==> src/rtl/regfile_wb_arbiter.sv <==
// Round-robin arbiter for the register-file write port, with a registered
// write stage and a per-register pending-write scoreboard for hazard stalls.
module regfile_wb_arbiter #(
  parameter int NUM_REQ  = 3,
  parameter int XLEN     = 32,
  parameter int NUM_REGS = 32,
  localparam int AW      = $clog2(NUM_REGS)
) (
  input  logic                    i_clk,
  input  logic                    i_rst_n,
  input  logic [NUM_REQ-1:0]      i_req_valid,
  input  logic [NUM_REQ*AW-1:0]   i_req_addr,
  input  logic [NUM_REQ*XLEN-1:0] i_req_data,
  output logic [NUM_REQ-1:0]      o_req_ready,
  output logic                    o_we,
  output logic [AW-1:0]           o_waddr,
  output logic [XLEN-1:0]         o_wdata,
  input  logic                    i_claim_valid,
  input  logic [AW-1:0]           i_claim_addr,
  output logic [NUM_REGS-1:0]     o_busy,
  output logic                    o_claim_err
);

  localparam int PW = (NUM_REQ > 1) ? $clog2(NUM_REQ) : 1;

  logic [PW-1:0]       ptr_q;
  logic [PW-1:0]       ptr_nxt;
  logic [PW:0]         cand_sum;
  logic [PW:0]         nxt_sum;
  logic [PW-1:0]       cand;
  logic [NUM_REQ-1:0]  gnt_vec;
  logic                gnt_any;
  logic [PW-1:0]       gnt_idx;
  logic [AW-1:0]       sel_addr_p0;
  logic [XLEN-1:0]     sel_data_p0;

  logic                vld_p1;
  logic [AW-1:0]       waddr_p1;
  logic [XLEN-1:0]     wdata_p1;

  logic [NUM_REGS-1:0] busy_q;
  logic [NUM_REGS-1:0] busy_nxt;
  logic                claim_conflict;
  logic                claim_err_q;

  // Stage p0: round-robin search starting at ptr, wrapping modulo NUM_REQ
  always_comb begin
    gnt_vec     = '0;
    gnt_any     = 1'b0;
    gnt_idx     = '0;
    sel_addr_p0 = '0;
    sel_data_p0 = '0;
    cand_sum    = '0;
    cand        = '0;
    for (int i = 0; i < NUM_REQ; i++) begin
      cand_sum = {1'b0, ptr_q} + (PW+1)'(i);
      if (cand_sum >= (PW+1)'(NUM_REQ))
        cand_sum = cand_sum - (PW+1)'(NUM_REQ);
      cand = cand_sum[PW-1:0];
      if (!gnt_any && i_req_valid[cand]) begin
        gnt_any       = 1'b1;
        gnt_idx       = cand;
        gnt_vec[cand] = 1'b1;
        sel_addr_p0   = i_req_addr[cand*AW +: AW];
        sel_data_p0   = i_req_data[cand*XLEN +: XLEN];
      end
    end
  end

  always_comb begin
    nxt_sum = {1'b0, gnt_idx} + (PW+1)'(1);
    if (nxt_sum >= (PW+1)'(NUM_REQ))
      nxt_sum = '0;
    ptr_nxt = nxt_sum[PW-1:0];
  end

  assign o_req_ready = i_rst_n ? gnt_vec : '0;

  // A claim landing on the same edge as the clear wins: a new writer is in flight.
  always_comb begin
    busy_nxt       = busy_q;
    claim_conflict = 1'b0;
    if (vld_p1)
      busy_nxt[waddr_p1] = 1'b0;
    if (i_claim_valid && (i_claim_addr != '0)) begin
      busy_nxt[i_claim_addr] = 1'b1;
      claim_conflict = busy_q[i_claim_addr] && !(vld_p1 && (waddr_p1 == i_claim_addr));
    end
    busy_nxt[0] = 1'b0;
  end

  // Stage p1: registered register-file write port and scoreboard state
  always_ff @(posedge i_clk or negedge i_rst_n) begin
    if (!i_rst_n) begin
      ptr_q       <= '0;
      vld_p1      <= 1'b0;
      waddr_p1    <= '0;
      wdata_p1    <= '0;
      busy_q      <= '0;
      claim_err_q <= 1'b0;
    end else begin
      if (gnt_any) begin
        ptr_q    <= ptr_nxt;
        vld_p1   <= (sel_addr_p0 != '0);
        waddr_p1 <= sel_addr_p0;
        wdata_p1 <= sel_data_p0;
      end else begin
        vld_p1   <= 1'b0;
      end
      busy_q <= busy_nxt;
      if (claim_conflict)
        claim_err_q <= 1'b1;
    end
  end

  assign o_we        = vld_p1;
  assign o_waddr     = waddr_p1;
  assign o_wdata     = wdata_p1;
  assign o_busy      = busy_q;
  assign o_claim_err = claim_err_q;

endmodule

==> config.mk <==
export PLATFORM = sky130hd
export DESIGN_NAME = regfile_wb_arbiter
export DESIGN_NICKNAME = d
export VERILOG_FILES = /design/src/rtl/regfile_wb_arbiter.sv
export SDC_FILE = /design/constraint.sdc
export NUM_CORES = 1
export LEC_CHECK = 0
export CAP_MARGIN = 20
export CORE_ASPECT_RATIO = 0.9
export CORE_MARGIN = 2
export CORE_UTILIZATION = 30
export CTS_CLUSTER_SIZE = 30
export DETAILED_ROUTE_END_ITERATION = 8
export PLACE_DENSITY_LB_ADDON = 0.12
export SLEW_MARGIN = 20
export SYNTH_ARGS = -nofsm -noshare
export SYNTH_HDL_FRONTEND = slang
export SYNTH_SLANG_ARGS = --single-unit
==> constraint.sdc <==
create_clock -name i_clk -period 3.5 [get_ports i_clk]
set_input_delay 0.875 -clock i_clk [delete_from_list [all_inputs] [get_ports i_clk]]
set_output_delay 0.875 -clock i_clk [all_outputs]
set_load 0.01 [all_outputs]
==> results.md <==
- Run status: finished clean
- Syn_nets: 911
- Top Usage Layer GRT: met2
- Synth Register Bits: approximately 70
- Residual DRC count: 0
- IO Pins: roughly 200
- CTS tree: done
- Final-report hold violation count: 0
- Postcts setup bufs: 0
- Layout cell share with drive strength beyond 1: between 7 and 8%
- Post-synthesis cell count: between 700 and 800
- CTS Hold Buffers Added: 0
- Largest area contributor in the netlist: dfrtp_1
- Site Rows: 49
- Fmax: between 0.2 and 0.3 GHz
- Routed WL: 22,180 um
- Placement Cell Area: between 8000 and 9000 sq um
- Main synth FF type: dfrtp_1
- CTS max path bufs: 2
- Total of max-cap violations: 0
- Crit path DAT: around 2.5 ns
- DR iter-0 viols: 565
- Initial antenna violation count: 0
- Antenna Violating Nets Remaining: 0
- Setup WS post-layout: 0.08506 ns
- Met1 usage: 29.07%
- Most frequent cell after synthesis: o21ai_0
- Synth warnings: 0
- CP Cell Sequence: clkdlybuf4s50_1 > mux2i_1 > mux2_2 > and2_1 > a221oi_1 > a211oi_1 > dlygate4sd2_1
- Met3 GRT Util: 4.859%
- CP Class: in2out
- Power Dens Cells: 998.4 nW/um^2
- Met2 usage: a little under a third
- Vias in the first global route: 6,342
- Initial Util: 30.33%
- Height of the die: 138.2 um
- Routed length per placed instance: 18.42 um
- Die X: 153.1 um
- Clk_lat worst skew: 0.35 ns
- Pre-CTS setup slack: -0.1741 ns
- WP buf/inv: 2
- P&R area growth vs syn: 41.81%
- Clk_skew: just over 0.01 ns
- Worst-Margin Slew: between 1 and 1.5 ns
- Core ar.: slightly below 20,000 sq um
- Via count: 6,601
- CP max stage cell: clkdlybuf4s50_1
- Die area: about 21,000 sq um
- Critical Path RT: ~2.6 ns
- Largest net degree at the start of global routing: 102
- Top cells by area, synth: dfrtp_1, o21ai_0, a21oi_1
- Synth unique cells: 40
- Ant. Diodes: 0
- Commonest cells in the netlist: o21ai_0, a21oi_1, nand2_1
- Min Tclk post-route: around 3.4 ns
- H-tree depth: 3
- Drt pass-1 iters: 5
- Slew headroom: between 20% and 30%
- Dpl hpwl: approximately 15,000 um
- RD Place Congestion: around 0.84
- Port buffer count: approximately 190
- Leakage: 3.203 nW
- Crit end category: output pin
- Total track usage: just over 20%
- Part of the cycle the worst path needs: a little under 100%
- Num CTS Buffers: 9
- GRT overflow: 0
- Mean post-synth cell area: between 7 and 8 sq um
- CP startpoint kind: primary input
- Unrepaired setup endpoints after global routing: false
- Crit-path max FO: 3
- Vias/cell: between 5 and 6
- Top Family by Delay on Critical Path: buffers and inverters
- Crit-path max cell delay: between 0.4 and 0.5 ns
- Mapped Area: approximately 6000 sq um
- Post-synthesis sequential area ratio: between 30% and 40%
- Ys async rst share: 100.0%
- Worst ir drop on vdd: 0.6391 mV
- Util after Layout: a little over two fifths
- Hold crit path type: in2async
- Post-layout net count: approximately 1,100
- Top cell type's share of synthesized area: 30.00%
- Fillers: 1,990
- Clock Sinks: between 70 and 80
- First-pass GRT wire length: 35,160 um
- Post-synth EDFFs: 0
- Fin area: ~8500 sq um
- Fin. max-slew vios: 0
- Root Buffer: clkbuf_16
- Final setup viols: 0
- Clk slew on worst S/H paths: approximately 0.060 ns
-- power breakdown --
group          leakage [nW]  total (mW)  internal [mW]  switching [mW]
clock network         0.143       0.948          0.556           0.392
logic                  2.19        5.90           2.58            3.32
registers             0.867        1.66           1.27           0.388
total                  3.20        8.50           4.40            4.10
-- flip-flops by register name (all words and copies together) (netlist names) --
name / count
o_busy: 31
o_claim_err: 1
o_waddr: 5
o_wdata: 32
o_we: 1
ptr_q: 2
-- area by class of cell --
cell class	count	area, sq um	share of cell area, %
clock buffers	10	229.0	2.688
clock inverters	6	68.82	0.8080
inverters	11	41.29	0.4848
multi-input cells	631	3904	45.84
flip-flops and latches	72	1802	21.15
well taps	255	319.1	3.746
repair buffers	219	2153	25.28
-- layout by cell type, fill, tap and decap left out, drive strengths merged, types with 2 or more instances in the layout --
master         instances
nand2                 74
ha                     4
dlygate4sd2            3
nor4                   3
clkdlybuf4s50        188
nor2b                 36
xor2                   4
mux2i                 51
mux2                   4
a21o                   5
or3                    2
a221o                 13
mux4                   7
o22ai                 19
inv                   12
nand3                  9
clkbuf                10
a211oi                 5
or3b                   5
o21ai                149
dlymetal6s2s           2
o2bb2ai                8
nor2                  59
a22oi                 42
a21oi                110
nand3b                12
and2                   2
buf                   26
clkinv                 3
dfrtp                 72
-- metal layers --
metal,up-vias,share of wire (%)
li1,3194,-
met1,3116,46
met2,268,45
met3,23,7.7
met4,0,1.8
met5,-,0
-- metrics by stage --
stage / hold slack, ns / total power [mW] / std cells / TNS [ns]
6_report: 0.3070 / 8.503 / 1204 / 0
3_5_place_dp: 0.4998 / 7.573 / 1188 / -0.4619
4_1_cts: 0.2910 / 8.557 / 1204 / 0
2_1_floorplan: 0.4996 / 5.321 / 785 / 0
5_1_grt: 0.2869 / 9.250 / 1204 / 0
3_3_place_gp: 0.4978 / 7.570 / 1188 / -0.4730
-- what timing repair did --
action / 4_1_cts / 5_1_grt
cloned: 0 / 0
gates resized for setup: 3 / 2
endpoints found under the setup margin: 3 / 1
endpoints found under the hold margin: 0 / 0
-- path summary, 6_finish.rpt --
path	start	endpoint	slack, ns	cells past startpoint
worst min-delay path	i_rst_n	o_wdata[18]	0.31	1
worst max register to register	ptr_q[0]	o_wdata[15]	0.49	9
worst max-delay path	i_req_valid[2]	o_req_ready[0]	0.09	7
max in group asynchronous	i_rst_n	o_busy[14]	2.06	2
worst min register to register	o_claim_err	o_claim_err	0.51	1
min in group i_clk	o_claim_err	o_claim_err	0.51	1
-- logic make-up after synthesis --
kind of cell / Yosys count / synth area share, %
other: 1 / 0.06244
adders and majority gates: 4 / 0.8334
AOI/OAI and AO/OA: 354 / 33.88
muxes: 62 / 12.00
xor gates and xnor gates: 5 / 0.7291
buffers and inverters: 82 / 6.250
DFF: 72 / 30.00
and+or+nand+nor: 205 / 16.25
-- worst register-to-register path: cells and delay by family, from the launching register on --
kind,cells,cell delay (ns)
buffers and inverters,3,1.15
and+or+nand+nor,2,0.71
adders and majority gates,1,0.34
AOI/OAI and AO/OA,3,0.30
DFF,1,0.43
No activity file was read; power rests on OpenSTA's default activity.
